## config.mk

```make
export PLATFORM = sky130hd
export DESIGN_NAME = sensor_debouncer
export DESIGN_NICKNAME = d
export VERILOG_FILES = /design/src/rtl/sensor_debouncer.sv
export SDC_FILE = /design/constraint.sdc
export NUM_CORES = 1
export LEC_CHECK = 0
export CORE_MARGIN = 2
export CORE_UTILIZATION = 49
export CTS_CLUSTER_SIZE = 30
export DETAILED_ROUTE_END_ITERATION = 16
export PLACE_DENSITY = 0.7
export SLEW_MARGIN = 5
export SYNTH_ARGS = -nofsm -noshare
export SYNTH_HDL_FRONTEND = slang
export SYNTH_SLANG_ARGS = --single-unit
```

## constraint.sdc

```tcl
create_clock -name clock -period 3.8 [get_ports clock]
set_input_delay 0.38 -clock clock [delete_from_list [all_inputs] [get_ports clock]]
set_output_delay 0.38 -clock clock [all_outputs]
set_load 0.005 [all_outputs]
```

## src/rtl/sensor_debouncer.sv

```systemverilog
// sensor_debouncer: synchronises and debounces the raw field-sensor lines.
// A prescaler produces the sample ticks. On each tick, every channel counts
// how many ticks in a row its synchronised level has differed from the
// clean level, and takes the new level when that count is reached.
// Ports:
//   clock        system clock, rising edge
//   reset_n      asynchronous active-low reset
//   raw_in       unsynchronised sensor levels (bit0 low_water .. bit5 low_temp)
//   clean_out    debounced, registered levels
//   changed      one-cycle pulse per channel, in the cycle clean_out updates
//   settled      sticky flag; all channels stable since reset
//   sample_tick  registered copy of the internal sample tick
module sensor_debouncer #(
    parameter int unsigned CHANNELS    = 6,
    parameter int unsigned PRESCALE    = 1000,
    parameter int unsigned DEBOUNCE    = 4,
    parameter int unsigned SYNC_STAGES = 2
) (
    input  logic                clock,
    input  logic                reset_n,
    input  logic [CHANNELS-1:0] raw_in,
    output logic [CHANNELS-1:0] clean_out,
    output logic [CHANNELS-1:0] changed,
    output logic                settled,
    output logic                sample_tick
);

    localparam int unsigned PW = (PRESCALE > 1) ? $clog2(PRESCALE) : 1;
    localparam int unsigned CW = (DEBOUNCE > 1) ? $clog2(DEBOUNCE) : 1;
    localparam int unsigned SW = $clog2(DEBOUNCE + 1);

    localparam logic [PW-1:0] PRESC_LAST = PW'(PRESCALE - 1);
    localparam logic [CW-1:0] CNT_LAST   = CW'(DEBOUNCE - 1);
    localparam logic [SW-1:0] SETTLE_MAX = SW'(DEBOUNCE);

    logic [CHANNELS-1:0] sync_q [SYNC_STAGES];
    logic [CHANNELS-1:0] sync_d [SYNC_STAGES];
    logic [CHANNELS-1:0] synced;

    logic [PW-1:0]       presc_q, presc_d;
    logic                tick_int;

    logic [CW-1:0]       cnt_q [CHANNELS];
    logic [CW-1:0]       cnt_d [CHANNELS];
    logic [CHANNELS-1:0] clean_q, clean_d;
    logic [CHANNELS-1:0] changed_q, changed_d;
    logic [SW-1:0]       settle_cnt_q, settle_cnt_d;
    logic                settled_q, settled_d;
    logic                tick_q, tick_d;
    logic                all_idle;

    // Synchroniser shift chain; the last stage is the synchronised level.
    always_comb begin
        sync_d[0] = raw_in;
        for (int unsigned s = 1; s < SYNC_STAGES; s++) begin
            sync_d[s] = sync_q[s-1];
        end
    end

    assign synced = sync_q[SYNC_STAGES-1];

    // Prescaler: the tick fires on the last count, then the count wraps.
    always_comb begin
        tick_int = (presc_q == PRESC_LAST);
        presc_d  = tick_int ? '0 : presc_q + PW'(1);
        tick_d   = tick_int;
    end

    // Per-channel debounce counters; they only move on tick cycles.
    always_comb begin
        cnt_d     = cnt_q;
        clean_d   = clean_q;
        changed_d = '0;
        all_idle  = 1'b1;
        for (int unsigned i = 0; i < CHANNELS; i++) begin
            if (cnt_q[i] != '0) begin
                all_idle = 1'b0;
            end
            if (tick_int) begin
                if (synced[i] == clean_q[i]) begin
                    cnt_d[i] = '0;
                end else if (cnt_q[i] == CNT_LAST) begin
                    clean_d[i]   = synced[i];
                    cnt_d[i]     = '0;
                    changed_d[i] = 1'b1;
                end else begin
                    cnt_d[i] = cnt_q[i] + CW'(1);
                end
            end
        end
    end

    // Settle tracking: wait at least DEBOUNCE ticks, then require a quiet tick.
    always_comb begin
        settle_cnt_d = settle_cnt_q;
        settled_d    = settled_q;
        if (tick_int) begin
            if (settle_cnt_q != SETTLE_MAX) begin
                settle_cnt_d = settle_cnt_q + SW'(1);
            end
            if ((settle_cnt_q == SETTLE_MAX) && all_idle && (synced == clean_q)) begin
                settled_d = 1'b1;
            end
        end
    end

    // State registers.
    always_ff @(posedge clock or negedge reset_n) begin
        if (!reset_n) begin
            for (int unsigned s = 0; s < SYNC_STAGES; s++) begin
                sync_q[s] <= '0;
            end
            for (int unsigned i = 0; i < CHANNELS; i++) begin
                cnt_q[i] <= '0;
            end
            presc_q      <= '0;
            clean_q      <= '0;
            changed_q    <= '0;
            settle_cnt_q <= '0;
            settled_q    <= 1'b0;
            tick_q       <= 1'b0;
        end else begin
            sync_q       <= sync_d;
            cnt_q        <= cnt_d;
            presc_q      <= presc_d;
            clean_q      <= clean_d;
            changed_q    <= changed_d;
            settle_cnt_q <= settle_cnt_d;
            settled_q    <= settled_d;
            tick_q       <= tick_d;
        end
    end

    assign clean_out   = clean_q;
    assign changed     = changed_q;
    assign settled     = settled_q;
    assign sample_tick = tick_q;

endmodule

```

# Word level (Yosys, flattened, before mapping)
# Index checks and enable logic that the tools add are counted.
[op_classes]
addsub = 8
eq_ne = 16
muxes = 37
n_bitwise = 6
n_reduce_logical = 16
[op_table]
columns = ["cell", "count"]
rows = [
  ["$mux 1", 24],
  ["$mux 2", 12],
  ["$reduce_and 3->1", 6],
  ["$add 2x1->2 const B", 6],
  ["$eq 2x2->1 const B", 6],
  ["$reduce_bool 2->1", 6],
  ["$add 10x1->10 const B", 1],
  ["$eq 10x10->1 const B", 1],
  ["$mux 10", 1],
  ["$eq 1x1->1", 6],
  ["$eq 6x6->1", 1],
  ["$not 1->1", 6],
  ["$reduce_and 2->1", 2],
  ["$add 3x1->3 const B", 1],
  ["$eq 3x3->1 const B", 1],
  ["$ne 3x3->1 const B", 1],
  ["$logic_and 1x1->1", 2],
]
[totals]
register_bits = 51
inputBits = 8
out_inout_bits = 14
word_cells = 102

# Logic depth before layout (Yosys ltp)
# Gate-level depths: netlist (run 1).
[logic_depth]
depth_word = 10
mapped_depth = 5

# Worst setup path after synthesis (run 1)
# OpenSTA, ideal clock, no wires.
[synth_timing]
path_kind = "register to register"
startpoint = "reg presc_q[0]"
endpoint = "reg settle_cnt_q[1]"
setup_ns = 0.125
t_arrival_ns = 1.569
required_time_ns = 3.675
slack_ns = 2.106
path_stages_with_launch = 5
period_less_slack_ns = 1.694
path_cell_list = "dfrtp_1 > ha_1 > nand4b_2 > a2111oi_4 > mux2_2"
[synth_between]
elab_chain_len = 2
[synth_lines]
columns = ["element", "line", "text"]
rows = [
  ["start: declaration", "40", "logic [PW-1:0] presc_q, presc_d;"],
  ["start signal: assignment", "125", "presc_q <= presc_d;"],
  ["$eq 10x10->1", "64", "tick_int = (presc_q == PRESC_LAST);"],
  ["$reduce_and 2->1 (no line)", "-", ""],
  ["end signal: assignment", "128", "settle_cnt_q <= settle_cnt_d;"],
  ["end: declaration", "47", "logic [SW-1:0] settle_cnt_q, settle_cnt_d;"],
]
# No other way between the ends.
# A chain may end at the register's enable or synchronous reset.

# Worst setup path after layout (run 1)
[layout_timing]
startpoint = "reg presc_q[0]"
endpoint = "reg cnt_q[1] (netlist name)"
[layout_between]
elab_chain_len = 1
[layout_lines]
columns = ["element", "line", "text"]
rows = [
  ["$eq 10x10->1", "64", ""],
  ["end signal: assignment", "124", "cnt_q <= cnt_d;"],
  ["end: declaration", "43", "logic [CW-1:0] cnt_q [CHANNELS];"],
]
# No other way between the ends.

==> metrics.yaml, run 1 <==
result_of_the_run: "completed"
routed_wire_length_per_instance_um: 14.6
combinationalPowerShare_pct: 2.8
flop_pwr_share_pct: 64.8
yosysSeqAreaShare_pct: 55.8
seq_area_um2: 1280
m1WireLength_um: 1740
design.portCount: 22
initialDrtViolationCount: 112
synth_area_per_cell_um2: 12.4
clock-skew-final_ns: 0.00675
antenna_violating_nets_post_route: 0
final_nets: 231
worstSetupPathType: "flip-flop to flip-flop"
die_height_um: 72.3
gpl.final_weighted_congestion: 0.791
grt.total_usage_pct: 17.1
area_of_the_multi_input_gates_um2: 888
dieWidth_um: 72.3
switching_share_pct: 20.2
synth.distinct_cells: 33
cts_tree: "done"
grt_first_pass_wirelength_um: 6900
internal-power_mw: 0.680
first_global_vias: 1474
finalSetupViolCount: 0
grt_start_max_net_pins: 52
rows: 24
die_area_um2: 5230
setup-tns-final_ns: 0
cts_buffers: 5
cts_setup_buffers: 0
worst_slew_margin_rel_pct: 17.2
synth.top_cell.area_share_pct: 55.8
n_diodes: 0
detailed_place_hpwl_um: 2700
p_leak_nw: 1.23
areal_power_density_over_the_cells_nw_per_um2: 329
synthDominantAreaCellType: "sky130_fd_sc_hd__dfrtp_1"
number_of_antenna_violations_at_the_first_check_in_global_routing: 0
area_overhead_vs_synth_pct: 13.3
clock_power_share_pct: 32.5
final_core_utilization_pct: 58.7
rsz0062_at_grt: "false"
clk_pin_slew_ns: 0.08
drive_above_1_share_pct: 10.6
postSynth.topFlopCell: "sky130_fd_sc_hd__dfrtp_1"
synth_cells: 184
arrival_ns: 2.63
final_common_cell: "sky130_fd_sc_hd__dfrtp_1"
synth_enable_flop_cells: 0
worstHoldPathType: "input pin to asynchronous set/reset pin"
hold_viol_final: 0
core_area_um2: 4410
clk-insertion-delay-late_ns: 0.29
worstPathMaxFanout: 27
cts.path.max_buffers: 2
power.total_mw: 0.851
postSynthNetCount: 207
synth_seq_cells: 51
timing.final.crit_share_pct: 63.6
cts-hold-fix-buffers: 0
route.final.wire_length_um: 3770
endpoint_kind: "flip-flop"
start_util_pct: 51.8
drt-pass1-iter-count: 4
timing.critical_path.required_ns: 4.01
final_max_slew_viol_count: 0
power.net_switching_mw: 0.172
final.min_clock_period_ns: 2.42
cts.htree.levels: 2
maximum_ir_drop_on_the_vdd_rail_v: 0.000227
detailroute.via_count: 1394
fillCellCount: 360
clk_root_buf: "sky130_fd_sc_hd__clkbuf_8"
viasPerCell: 5.38
max_freq_mhz: 414
synth_area_um2: 2290
wl_met3_um: 114
detailroute.wirelength.met2_um: 1880
ctsResizeCount: 0
tightestPinTransition_ns: 1.24
numClockSinks: 51
io_buffer_count: 21
drcViolationCount: 0
mostFrequentLayoutCells: "sky130_fd_sc_hd__dfrtp_1 (51), sky130_fd_sc_hd__inv_1 (22), sky130_fd_sc_hd__clkdlybuf4s50_1 (20), sky130_fd_sc_hd__ha_1 (15), sky130_fd_sc_hd__mux2i_1 (12)"
postSynth.asyncResetShare_pct: 100
ys_warn_count: 0
dpl_cells: 253
grt_overflow_total: 0
top_signal_layer_used: "met4"
crit_path_start_kind: "flip-flop"
max-cap-violations: 0
finish.cell_count_without_fillers: 259
post_synth_main_area_contributors: "sky130_fd_sc_hd__dfrtp_1 (56%), sky130_fd_sc_hd__ha_1 (8.2%), sky130_fd_sc_hd__mux2i_1 (5.3%), sky130_fd_sc_hd__mux2_2 (3.9%), sky130_fd_sc_hd__inv_1 (3.6%)"
[registers in the layout (all words and copies together), names as in the netlist]
signal and cells:
presc_q 10, cnt_q 12, sync_d 6, settled 1, clean_out 6, changed 6, sample_tick 1, synced 6
settle_cnt_q 3
[per-stage QoR]
stage / worst slack, ns / hold slack, ns / area [um2]
floorplan: 2.11 / 0.0844 / 2290
global placement: 1.53 / 0.332 / 2520
detailed placement: 1.36 / 0.335 / 2520
CTS: 1.34 / 0.325 / 2590
global route: 1.13 / 0.362 / 2590
finish: 1.38 / 0.278 / 2590
[synthesized netlist by cell type, drive strengths merged, types with 3 or more instances]
library cell and n:
o21ai 3, nand2 10, nand3 9, ha 15, a21oi 4, mux2 8
xor2 8, and3 7, buf 4, inv 22, dfrtp 51, nor4 9
nand4 3, mux2i 12
[final timing paths]
path                                     end  slack, ns       start  depth (start not counted)
worst max-delay path                cnt_q[1]       1.38  presc_q[0]                          4
worst min-delay path              presc_q[6]       0.28     reset_n                          1
worst max register to register      cnt_q[1]       1.38  presc_q[0]                          4
max in group asynchronous       clean_out[1]       2.85     reset_n                          1
worst min register to register     synced[2]       0.35   sync_d[2]                          0
min in group clock                 synced[2]       0.35   sync_d[2]                          0
[metal layers]
metal  global-route usage [%]  vias to the layer above
met3                     4.17                        4
met5                        0                        -
met4                     5.24                        0
li1                         -                      676
met2                     27.6                       17
met1                     22.9                      697
[power by group through the flow]
stage / Sequential [mW] / Clock, mW / Combinational, mW
global placement: 0.562 / 0 / 0.0239
detailed placement: 0.562 / 0 / 0.0246
finish: 0.551 / 0.277 / 0.0235
global route: 0.552 / 0.309 / 0.0273
floorplan: 0.562 / 0 / 0.00558
CTS: 0.551 / 0.288 / 0.0246
[kinds of logic after synthesis]
| logic type | Yosys count | share of synthesized area, % |
|---|---|---|
| muxes | 20 | 9.20 |
| adders and majority gates | 15 | 8.21 |
| xor gates and xnor gates | 10 | 3.83 |
| AOI/OAI and AO/OA | 13 | 4.65 |
| buffers and inverters | 26 | 5.31 |
| and+or+nand+nor | 49 | 13.0 |
| DFF | 51 | 55.8 |
[critical path: stages, from the launching register on]
cell	delay (ns)
sky130_fd_sc_hd__dfrtp_1	0.39
sky130_fd_sc_hd__ha_1	0.25
sky130_fd_sc_hd__nand4b_2	0.36
sky130_fd_sc_hd__nor3_4	1.06
sky130_fd_sc_hd__mux2i_1	0.28
[layout make-up]
class                      instances  area share [%]
sequential                        51            49.3
tap                               52            2.51
inverter                          22            3.19
timing repair buffer              21            7.92
clock buffer                       6            2.80
multi-input combinational        107            34.3
(Power assumes the default switching activity.)
==> inputs of run 2 (changes only) <==
- clock period: 3.8 -> 2.4 ns (I/O delays scaled with it)
==> metrics.yaml, run 2 (same netlist as run 1, synthesis figures left out) <==
result_of_the_run: "completed"  # unchanged
worst_path_max_delay_cell: "sky130_fd_sc_hd__a2111oi_4"  # was sky130_fd_sc_hd__nor3_4
grt_overflow_total: 0  # unchanged
whs_ns: 0.354  # was 0.278 ns
endpoint_kind: "flip-flop"  # unchanged
mostFrequentLayoutCells: "sky130_fd_sc_hd__dfrtp_1 (51), sky130_fd_sc_hd__inv_1 (22), sky130_fd_sc_hd__clkdlybuf4s50_1 (20), sky130_fd_sc_hd__ha_1 (15), sky130_fd_sc_hd__mux2i_1 (12)"  # unchanged
worst_slew_margin_rel_pct: 54.7  # was 17.2%
areal_power_density_over_the_cells_nw_per_um2: 542  # was 329 nW/um2
gpl.final_weighted_congestion: 0.760  # was 0.791
start_util_pct: 51.8  # unchanged
drt-pass1-iter-count: 4  # unchanged
finalSetupViolCount: 0  # unchanged
clock_power_share_pct: 36.6  # was 32.5%
drive_above_1_share_pct: 12.7  # was 10.6%
clock-skew-final_ns: 0.00663  # was 0.00675 ns
clk-insertion-delay-late_ns: 0.31  # was 0.29 ns
internal-power_mw: 1.15  # was 0.680 mW
route.final.wire_length_um: 4140  # was 3770 um
detailed_place_hpwl_um: 3010  # was 2700 um
drcViolationCount: 0  # unchanged
max-cap-violations: 0  # unchanged
grt_first_pass_wirelength_um: 7070  # was 6900 um
die_area_um2: 5230  # unchanged
crit_path_start_kind: "flip-flop"  # unchanged
worstHoldPathType: "flip-flop to flip-flop"  # was input pin to asynchronous set/reset pin
hold_viol_final: 0  # unchanged
ctsResizeCount: 0  # unchanged
n_diodes: 0  # unchanged
largest_reg_flops: 12  # unchanged
power.net_switching_mw: 0.295  # was 0.172 mW
timing.final.crit_share_pct: 81.2  # was 63.6%
worstSetupPathType: "flip-flop to flip-flop"  # unchanged
largest_registers: "cnt_q: 12 flops, presc_q: 10 flops"  # unchanged
core_area_um2: 4410  # unchanged
numClockSinks: 51  # unchanged
switching_share_pct: 20.4  # was 20.2%
rows: 24  # unchanged
die_height_um: 72.3  # unchanged
timing.critical_path.required_ns: 2.59  # was 4.01 ns
dieWidth_um: 72.3  # unchanged
seq_area_um2: 1280  # unchanged
cts_tree: "done"  # unchanged
final_nets: 235  # was 231
routed_wire_length_per_instance_um: 15.6  # was 14.6 um
rsz0062_at_grt: "false"  # unchanged
cts.htree.levels: 2  # unchanged
critical_path.max_stage_delay_ns: 0.46  # was 1.06 ns
layout_setup_ws_ns: 0.452  # was 1.38 ns
grt_start_max_net_pins: 32  # was 52
flop_pwr_share_pct: 60.5  # was 64.8%
arrival_ns: 2.14  # was 2.63 ns
final_max_slew_viol_count: 0  # unchanged
postPlaceCellArea_um2: 2550  # was 2520 um2
design.portCount: 22  # unchanged
grt.total_usage_pct: 18.0  # was 17.1%
worstPathMaxFanout: 10  # was 27
tightestPinTransition_ns: 0.679  # was 1.24 ns
maximum_ir_drop_on_the_vdd_rail_v: 0.000418  # was 0.000227 V
viasPerCell: 5.49  # was 5.38
cts_setup_buffers: 0  # unchanged
final.min_clock_period_ns: 1.95  # was 2.42 ns
clk_root_buf: "sky130_fd_sc_hd__clkbuf_8"  # unchanged
max_freq_mhz: 513  # was 414 MHz
fillCellCount: 377  # was 360
setup.reg_to_reg.worst_slack_ns: 0.45  # was 1.38 ns
detailroute.via_count: 1454  # was 1394
combinationalPowerShare_pct: 2.9  # was 2.8%
initialDrtViolationCount: 90  # was 112
p_leak_nw: 1.27  # was 1.23 nW
cts_buffers: 5  # unchanged
place_worst_setup_slack_ns: 0.486  # was 1.36 ns
cts.path.max_buffers: 2  # unchanged
io_buffer_count: 21  # unchanged
clk_pin_slew_ns: 0.09  # was 0.08 ns
final_common_cell: "sky130_fd_sc_hd__dfrtp_1"  # unchanged
area_of_the_multi_input_gates_um2: 888  # unchanged
setup-tns-final_ns: 0  # unchanged
antenna_violating_nets_post_route: 0  # unchanged
registers.top_by_ff_count: "cnt_q"  # unchanged
number_of_antenna_violations_at_the_first_check_in_global_routing: 0  # unchanged
first_global_vias: 1539  # was 1474
area_overhead_vs_synth_pct: 16.5  # was 13.3%
finalInstanceArea_um2: 2660  # was 2590 um2
final_core_utilization_pct: 60.3  # was 58.7%
worstPathCellList: "ha_1, nand4b_2, a2111oi_4, mux2_2"  # was ha_1, nand4b_2, nor3_4, mux2i_1
## run 2: final cells by class
class                   count  share of cell area, %
flip-flops and latches     51                   47.9
multi-input cells         107                   33.4
repair buffers             25                   9.40
clock buffers               8                   3.76
inverters                  22                   3.10
well taps                  52                   2.44
## run 2: what timing repair did
| action | in CTS | in global routing |
|---|---|---|
| hold endpoints to repair | 29 | 0 |
| setup endpoints to repair | 0 | 0 |
| hold buffers | 1 | 0 |
## run 2: per-stage QoR
step                      instances  power, mW
final                           265       1.44
after global placement          256      0.930
after global routing            265       1.50
after CTS                       265       1.46
after floorplan                 184      0.898
after detailed placement        256      0.932
## run 2: metal layers
layer / global-route usage (%) / share of wire, %
met5: 0 / 0
met4: 9.01 / 2.2
met3: 3.89 / 2.3
met2: 29.7 / 51
met1: 22.5 / 44
## run 2: final timing paths
kind,from,endpoint,cells after the start
max,presc_q[0],settle_cnt_q[1],4
min,sync_d[0],synced[0],0
max reg2reg,presc_q[0],settle_cnt_q[1],4
min reg2reg,sync_d[0],synced[0],0
max in group asynchronous,reset_n,clean_out[3],3
min in group asynchronous,reset_n,presc_q[8],2
## run 2: power by group through the flow
| stage | clock network [mW] | logic (mW) | registers (mW) |
|---|---|---|---|
| 3_3_place_gp | 0 | 0.0403 | 0.890 |
| 5_1_grt | 0.578 | 0.0476 | 0.875 |
| 6_report | 0.529 | 0.0413 | 0.873 |
| 4_1_cts | 0.541 | 0.0429 | 0.873 |
| 2_1_floorplan | 0 | 0.00884 | 0.889 |
| 3_5_place_dp | 0 | 0.0415 | 0.891 |
## run 2: worst max-delay path: cells and delay by family, from the launching register on
kind | cells | cell delay (ns)
flip-flops | 1 | 0.38
AND/OR/NAND/NOR | 1 | 0.38
AO/OA/AOI/OAI | 1 | 0.46
adder cells (fa/ha/maj) | 1 | 0.25
multiplexers | 1 | 0.37
